<file path="src/rtl/ifetch_unit_pkg.sv">
// Shared definitions for the instruction-fetch stage: FSM states, jump opcodes,
// the nop encoding and a PC increment helper.
// Latency: n/a (definitions only). Backpressure: n/a.
package ifetch_unit_pkg;

   typedef enum logic [1:0] {
      S_IDLE  = 2'd0,
      S_FETCH = 2'd1,
      S_EXEC  = 2'd2
   } state_t;

   localparam logic [5:0]  EXE_J     = 6'b000010;
   localparam logic [5:0]  EXE_JAL   = 6'b000011;
   localparam logic [31:0] NOP_INSTR = 32'h0000_0000;

   // Sequential PC advance; wraps modulo 2^32 by construction.
   function automatic logic [31:0] pc_inc(input logic [31:0] pc);
      return pc + 32'd4;
   endfunction

endpackage

</file>
<file path="src/rtl/ifetch_unit_next_pc.sv">
// next_pc_logic: selects the PC that follows the retiring instruction.
// Latency: purely combinational, zero cycles.
// Backpressure: none; the caller only commits next_pc when execute retires.
//
// Ports: pc / jump_index (Instruction[25:0]) / control strobes jr, jmp, jal,
//        branch, nbranch / ALU zero and addr_result / read_data_1 (jr target)
//        -> next_pc. With IFETCH_MISALIGN_TRAP_EN defined, also drives
//        misalign, set when a jr target is not word aligned.
import ifetch_unit_pkg::*;

module next_pc_logic #(
   parameter logic [31:0] EXC_VECTOR = 32'h0000_0080
) (
   input  logic [31:0] pc,
   input  logic [25:0] jump_index,
   input  logic        jr,
   input  logic        jmp,
   input  logic        jal,
   input  logic        branch,
   input  logic        nbranch,
   input  logic        zero,
   input  logic [31:0] addr_result,
   input  logic [31:0] read_data_1,
`ifdef IFETCH_MISALIGN_TRAP_EN
   output logic        misalign,
`endif
   output logic [31:0] next_pc
);

   logic [31:0] pc_plus4;
   logic [31:0] jr_target;
   logic [31:0] jump_target;
   logic        branch_taken;

   assign pc_plus4     = pc_inc(pc);
   // Word-aligned register target; a misaligned rs never reaches the PC.
   assign jr_target    = read_data_1 & 32'hFFFF_FFFC;
   // Pseudo-direct jump stays inside the current 256 MB region of pc+4.
   assign jump_target  = {pc_plus4[31:28], jump_index, 2'b00};
   assign branch_taken = (branch & zero) | (nbranch & ~zero);

`ifdef IFETCH_MISALIGN_TRAP_EN
   assign misalign = jr & (read_data_1[1:0] != 2'b00);
`endif

   always_comb begin
      next_pc = pc_plus4;
      if (jr) begin
`ifdef IFETCH_MISALIGN_TRAP_EN
         next_pc = misalign ? EXC_VECTOR : jr_target;
`else
         next_pc = jr_target;
`endif
      end else if (jmp || jal) begin
         next_pc = jump_target;
      end else if (branch_taken) begin
         next_pc = addr_result;
      end
   end

endmodule

</file>
<file path="src/rtl/ifetch_unit.sv">
// ifetch_unit: holds the PC, fetches one instruction word at a time and hands it to execute.
// Latency: one idle cycle out of reset, then >=1 cycle per fetch (unbounded wait states), one exec cycle minimum.
// Backpressure: stall holds PC, Instruction and instr_valid in S_EXEC; imem_valid is the memory-side handshake.
//
// Ports: clock, rst_n (synchronous, active-low); imem_req/imem_addr/imem_rdata/imem_valid
//        to instruction memory; stall from downstream; Addr_Result, Zero, Read_data_1 and
//        Branch/nBranch/Jmp/Jal/Jr from ALU and control; Instruction, instr_valid,
//        branch_base_addr (pc+4), link_addr, pc_out towards execute.
// Optional: define IFETCH_MISALIGN_TRAP_EN to add misalign_exc and epc; a misaligned jr
//        then vectors to EXC_VECTOR instead of silently dropping the low address bits.
import ifetch_unit_pkg::*;

module ifetch_unit #(
   parameter logic [31:0] RESET_PC    = 32'h0000_0000,
   parameter int          IMEM_ADDR_W = 14,
   parameter logic [31:0] EXC_VECTOR  = 32'h0000_0080
) (
   input  logic                   clock,
   input  logic                   rst_n,
   output logic                   imem_req,
   output logic [IMEM_ADDR_W-1:0] imem_addr,
   input  logic [31:0]            imem_rdata,
   input  logic                   imem_valid,
   input  logic                   stall,
   input  logic [31:0]            Addr_Result,
   input  logic                   Zero,
   input  logic [31:0]            Read_data_1,
   input  logic                   Branch,
   input  logic                   nBranch,
   input  logic                   Jmp,
   input  logic                   Jal,
   input  logic                   Jr,
   output logic [31:0]            Instruction,
   output logic                   instr_valid,
   output logic [31:0]            branch_base_addr,
   output logic [31:0]            link_addr,
   output logic [31:0]            pc_out
`ifdef IFETCH_MISALIGN_TRAP_EN
   ,
   output logic                   misalign_exc,
   output logic [31:0]            epc
`endif
);

   state_t      state;
   logic [31:0] pc;
   logic [31:0] next_pc;
   logic [31:0] pc_plus4;
`ifdef IFETCH_MISALIGN_TRAP_EN
   logic        jr_misalign;
`endif

   assign pc_plus4         = pc_inc(pc);
   assign branch_base_addr = pc_plus4;
   assign pc_out           = pc;
   // pc only changes on an exec retire, so the address is stable for the whole fetch.
   assign imem_addr        = pc[IMEM_ADDR_W+1:2];

   next_pc_logic #(
      .EXC_VECTOR (EXC_VECTOR)
   ) u_next_pc (
      .pc          (pc),
      .jump_index  (Instruction[25:0]),
      .jr          (Jr),
      .jmp         (Jmp),
      .jal         (Jal),
      .branch      (Branch),
      .nbranch     (nBranch),
      .zero        (Zero),
      .addr_result (Addr_Result),
      .read_data_1 (Read_data_1),
`ifdef IFETCH_MISALIGN_TRAP_EN
      .misalign    (jr_misalign),
`endif
      .next_pc     (next_pc)
   );

   // imem_req is registered: raised on every transition into S_FETCH and
   // dropped on the handshake edge, so it is high exactly while in S_FETCH.
   always_ff @(posedge clock) begin
      if (!rst_n) begin
         state        <= S_IDLE;
         pc           <= RESET_PC;
         Instruction  <= NOP_INSTR;
         instr_valid  <= 1'b0;
         link_addr    <= 32'h0;
         imem_req     <= 1'b0;
`ifdef IFETCH_MISALIGN_TRAP_EN
         misalign_exc <= 1'b0;
         epc          <= 32'h0;
`endif
      end else begin
`ifdef IFETCH_MISALIGN_TRAP_EN
         misalign_exc <= 1'b0;
`endif
         case (state)
            S_IDLE: begin
               // Any stray imem_valid here belongs to an abandoned request.
               state    <= S_FETCH;
               imem_req <= 1'b1;
            end
            S_FETCH: begin
               if (imem_valid) begin
                  Instruction <= imem_rdata;
                  instr_valid <= 1'b1;
                  imem_req    <= 1'b0;
                  state       <= S_EXEC;
               end
            end
            S_EXEC: begin
               if (!stall) begin
                  pc          <= next_pc;
                  instr_valid <= 1'b0;
                  imem_req    <= 1'b1;
                  state       <= S_FETCH;
                  if (Jal) begin
                     link_addr <= pc_plus4;
                  end
`ifdef IFETCH_MISALIGN_TRAP_EN
                  if (jr_misalign) begin
                     epc          <= pc;
                     misalign_exc <= 1'b1;
                  end
`endif
               end
            end
            default: begin
               state    <= S_IDLE;
               imem_req <= 1'b0;
            end
         endcase
      end
   end

endmodule

</file>
<file path="config.mk">
export PLATFORM = sky130hd
export DESIGN_NAME = ifetch_unit
export DESIGN_NICKNAME = d
export VERILOG_FILES = /design/src/rtl/ifetch_unit_pkg.sv /design/src/rtl/ifetch_unit_next_pc.sv /design/src/rtl/ifetch_unit.sv
export SDC_FILE = /design/constraint.sdc
export NUM_CORES = 1
export LEC_CHECK = 0
export BUFFER_PORTS_ARGS = -buffer_cell sky130_fd_sc_hd__buf_4
export CAP_MARGIN = 20
export CELL_PAD_IN_SITES_DETAIL_PLACEMENT = 0
export CELL_PAD_IN_SITES_GLOBAL_PLACEMENT = 1
export CORE_ASPECT_RATIO = 0.75
export CORE_MARGIN = 1
export CORE_UTILIZATION = 33
export CTS_CLUSTER_DIAMETER = 30
export CTS_CLUSTER_SIZE = 25
export DETAILED_ROUTE_END_ITERATION = 7
export MAX_ROUTING_LAYER = met4
export PLACE_DENSITY = 0.92
export SLEW_MARGIN = 25
export SYNTH_ARGS = -nofsm -noshare
export SYNTH_HDL_FRONTEND = slang
export SYNTH_SLANG_ARGS = --single-unit
</file>
<file path="constraint.sdc">
create_clock -name clock -period 2.2 [get_ports clock]
set_input_delay 0.44 -clock clock [delete_from_list [all_inputs] [get_ports clock]]
set_output_delay 0.44 -clock clock [all_outputs]
set_load 0.005 [all_outputs]
</file>
# After elaboration in Yosys (flattened, before gate mapping)
# Index checks and enable logic that the tools add are counted.
dict set report word_totals {
  register_bits 100
  inputBits 106
  output_inout_bits 144
  wordCells 36
}
dict set report classes {
  add_sub_neg 1
  eq_ne 4
  n_mux 12
  bitwise_logic 5
  reduce_logical 8
}
# operator n
set ops {}
lappend ops {{$mux 32} 3}
lappend ops {{$add 32x3->32 const B} 1}
lappend ops {{$pmux 2 s3} 1}
lappend ops {{$reduce_and 2->1} 3}
lappend ops {{$reduce_and 3->1} 2}
lappend ops {{$mux 1} 4}
lappend ops {{$mux 2} 2}
lappend ops {{$ne 2x2->1 const B} 2}
lappend ops {{$pmux 1 s3} 1}
lappend ops {{$and 1x1->1} 2}
lappend ops {{$eq 2x1->1 const B} 1}
lappend ops {{$eq 2x2->1 const B} 1}
lappend ops {{$logic_not 2->1} 1}
lappend ops {{$not 1->1} 2}
lappend ops {{$pmux 1 s2} 1}
lappend ops {{$reduce_bool 2->1} 1}
lappend ops {{$logic_or 1x1->1} 1}
lappend ops {{$or 1x1->1} 1}

# Longest topological paths before layout
dict set report depth {
  word_depth 6
  depth_mapped 7
  ltp_nobuf 6
}

# Hierarchy
# From an unflattened synthesis, not the netlist that was laid out.
dict set report hier_totals {
  cells_unflattened 801
  hier_area_um2 5739.3
}
# module instances cells_per_inst area_each_um2 seq_area_each_um2
set modules_own_cells {}
lappend modules_own_cells {ifetch_unit 1 539 4229.1 1981.9}
lappend modules_own_cells {next_pc_logic 1 262 1510.2 0.0}

# Worst setup path before layout
# OpenSTA, ideal clock, no wires.
dict set report synth_path {
  kind {reg-to-output}
  start {register pc[2], in the netlist pc_out[2]}
  end {output branch_base_addr[22]}
  arrival_ns 1.727
  required_time_ns 1.760
  slack_ns 0.033
  path_stages_with_launch 6
  n_path_buf 0
  path_cell_list {dfxtp_1 ha_1 nand4_1 or4_4 nor3_1 or2_2}
}
dict set report synth_via {
  elab_chain_cells 1
}
# item line
set synth_rtl {}
lappend synth_rtl {{start, declared} ifetch_unit.sv:46} ;# logic [31:0] pc;
lappend synth_rtl {{start signal, assigned} ifetch_unit.sv:112} ;# pc <= next_pc;
lappend synth_rtl {{$add 32x3->32} ifetch_unit_pkg.sv:18} ;# return pc + 32'd4;
lappend synth_rtl {{end, declared} ifetch_unit.sv:35} ;# output logic [31:0] branch_base_addr,
# No other way between the ends.

# Worst setup path after layout
dict set report layout_path {
  start {register pc[10], in the netlist pc_out[10]}
  end {output branch_base_addr[18]}
}
# The elaborated chain is that of the path after synthesis.

==> results.tsv <==
stage	metric	value	unit
drt	drt-met1-wl	10700	um
yosys	synthCells	702	
clocking	clk_latency	0.35	ns
sta	drv_slew	0	
floorplan	die_width	150	um
yosys	ys_top_cells_by_area	dfxtp_1 (37%), nand2_1 (8.3%), a21oi_1 (6.8%), nor2_1 (3.7%), o21ai_0 (3.2%)	
sta	hold_viol_final	0	
yosys	yosysWarningCount	0	
yosys	syn_nets	809	
power	total_leakage_power	3.85	nW
global_routing	grt_pass1_vias	5884	
floorplan	core	16000	um2
drt	routed_via_density	5.31	
place	gp_congestion	0.904	
setup_path	startpoint_type	flop	
drt	ant_nets	0	
power	powerDensity	492	nW/um2
yosys	synth_cell_types	72	
clocking	ctsHoldBuffers	0	
setup_path	crit_arrival	2.15	ns
sta	finalCritPeriodShare	1.18	
floorplan	die_height	113	um
drt	dr.pass1.iters	5	
drt	drc	0	
drt	routed_wl	22300	um
sta	worst_clock_skew	0.00577	ns
drt	dr_wl_met3	1890	um
worst_hold_path	hold_path_class	in2reg	
power	finalPower	0.00420	W
finish	nNetsFinal	1089	
floorplan	io_pins	250	
clocking	cts_made_buffers	9	
yosys	yosysSeqAreaShare	0.367	
setup_path	path_max_fanout	5	
global_routing	grt_pass1_wl	33400	um
drt	drt_iter0_drc	469	
yosys	synth_flop_cell	dfxtp_1	
finish	drive_gt1_frac	0.447	
clocking	clock_sinks	99	
clocking	cts-root-buf	clkbuf_16	
drt	dr_total_vias	6354	
setup_path	crit_type	reg2out	
clocking	clk_pin_slew	0.07	ns
setup_path	rr_worst_depth	9	
place	placed_area	7770	um2
global_routing	grt_usage	0.269	
drt	routed.top_layer	met4	
drt	dr_wl_met2	9340	um
sta	worst_pin_slew	0.640	ns
global_routing	grt_remaining_overflow	0	
floorplan	die_area	16900	um2
yosys	synth_top_cell_by_area	dfxtp_1	
sta	slew_headroom	0.573	
run_status	outcome	finished, violations left	
sta	rsz0062_at_grt	yes	
yosys	synth-edff-count	0	
setup_path	end_kind	output pin	
sta	fmax	0.386	GHz
yosys	synthArstFlopShare	0	
yosys	synthDominantCellAreaShare	0.367	
setup_path	r2r_slack	0.03	ns
job	drv_cap	0	
setup_path	required	1.76	ns
sta	setup_ws	-0.393	ns
sta	setup-violations-final	19	
power	vdd_drop_max	0.329	mV
finish	area_delta_synth_final	58.0	%
run_status	failed_checks	negative setup slack	
finish	final_cell_area	8530	um2
yosys	ys_ff_latch	99	
place	post-place-ws	-0.0492	ns
sta	layout_min_cycle_time	2.59	ns
finish	num_antenna_cells	0	
clocking	cts_tree	done	
setup_path	r2r_start	pc_out[2]	
yosys	synth_most_common_cell	nand2_1	
yosys	synthTopCellsByCount	nand2_1 (119), dfxtp_1 (99), a21oi_1 (73), nor2_1 (53), clkbuf_1 (43)	
setup_path	cp-startpoint	pc_out[10]	
global_routing	grt_antenna_before_repair	0	
setup_path	r2r-end	pc_out[30]	
yosys	syn_avg_cell_area	7.69	um2
floorplan	num_rows	40	
global_routing	grt_start_max_net_pins	54	
place	dp_hpwl	16500	um
clocking	ctsLongestPathBuffers	2	
floorplan	start_util	0.337	
drt	wl_per_cell	18.6	um
clocking	cts_max_level	3	
setup_path	setup.worst_path.end	branch_base_addr[18]	
yosys	netlist_area	5400	um2
place	port_buffers	247	
[worst min-delay path by stage]
stage                    startpoint               to  slack (ns)  cells past startpoint
CTS                  imem_rdata[27]  Instruction[27]        0.32                      3
global route         imem_rdata[27]  Instruction[27]        0.32                      3
global placement    Instruction[26]  Instruction[26]        0.44                      2
detailed placement  Instruction[30]  Instruction[30]        0.45                      2
finish                imem_rdata[3]   Instruction[3]        0.33                      3
floorplan           Instruction[30]  Instruction[30]        0.45                      2
[worst max-delay path, stage by stage (launching register included)]
cell and delay [ns]:
dfxtp_2 0.36, nand4_4 0.18, or4_4 0.66, buf_4 0.18
nor2_4 0.10, xnor2_2 0.13, inv_1 0.06, buf_4 0.13
[sequential cells by signal (all words and copies together) (netlist names)]
signal	cells
Instruction	32
link_addr	32
state	2
instr_valid	1
pc_out	32
[cell families (layout without fill, tap and decap cells)]
family,Yosys count,count (layout),share of synthesized area
buffers and inverters,86,370,0.0801
multiplexers,5,5,0.00973
AND/OR/NAND/NOR,298,298,0.281
adder cells (fa/ha/maj),1,1,0.00232
flip-flops,99,99,0.367
XOR/XNOR,24,24,0.0389
AO/OA/AOI/OAI,189,189,0.221
[final cells by class]
cell class | instances | area (um2)
Multi-Input combinational cell | 517 | 3290
Fill cell | 1543 | 7480
Timing Repair Buffer | 337 | 2610
Sequential cell | 99 | 2010
Clock inverter | 4 | 51.3
Inverter | 18 | 67.6
Clock buffer | 11 | 243
Tap cell | 210 | 263
[stage by stage]
| step | setup TNS (ns) | hold WS, ns | std cells | utilization |
|---|---|---|---|---|
| after floorplan | 0 | 0.450 | 702 | - |
| after global placement | 0 | 0.442 | 1163 | 0.485 |
| after detailed placement | -0.0492 | 0.448 | 1163 | 0.485 |
| after CTS | -3.76 | 0.316 | 1190 | 0.522 |
| after global routing | -4.66 | 0.321 | 1196 | 0.533 |
| final | -3.01 | 0.328 | 1196 | 0.533 |
[cell usage in the layout, fill, tap and decap left out, types with 12 or more instances in the layout]
master,n
nand3_1,29
o21ai_0,34
nor2_1,50
a21oi_1,72
inv_1,17
dfxtp_1,82
nand4_1,12
dfxtp_2,16
nand2_1,115
o211ai_1,12
buf_4,328
nor3_1,18
[timing repair]
action                                  4_1_cts  5_1_grt
gates cloned                                  0        0
resized for setup                            41       34
endpoints found under the setup margin       26       26
pin swaps                                    13       23
buffers inserted                             12        9
[per-layer routing]
| metal | GRT usage | vias to the layer above |
|---|---|---|
| met5 | - | - |
| met4 | 0.0721 | 0 |
| met3 | 0.0637 | 22 |
| met2 | 0.374 | 292 |
| met1 | 0.385 | 3003 |
| li1 | - | 3037 |
[power breakdown]
group          switching [W]  internal, W
clock               0.000709     0.000908
sequential         0.0000557      0.00185
combinational       0.000339     0.000340
(Power assumes the default switching activity.)
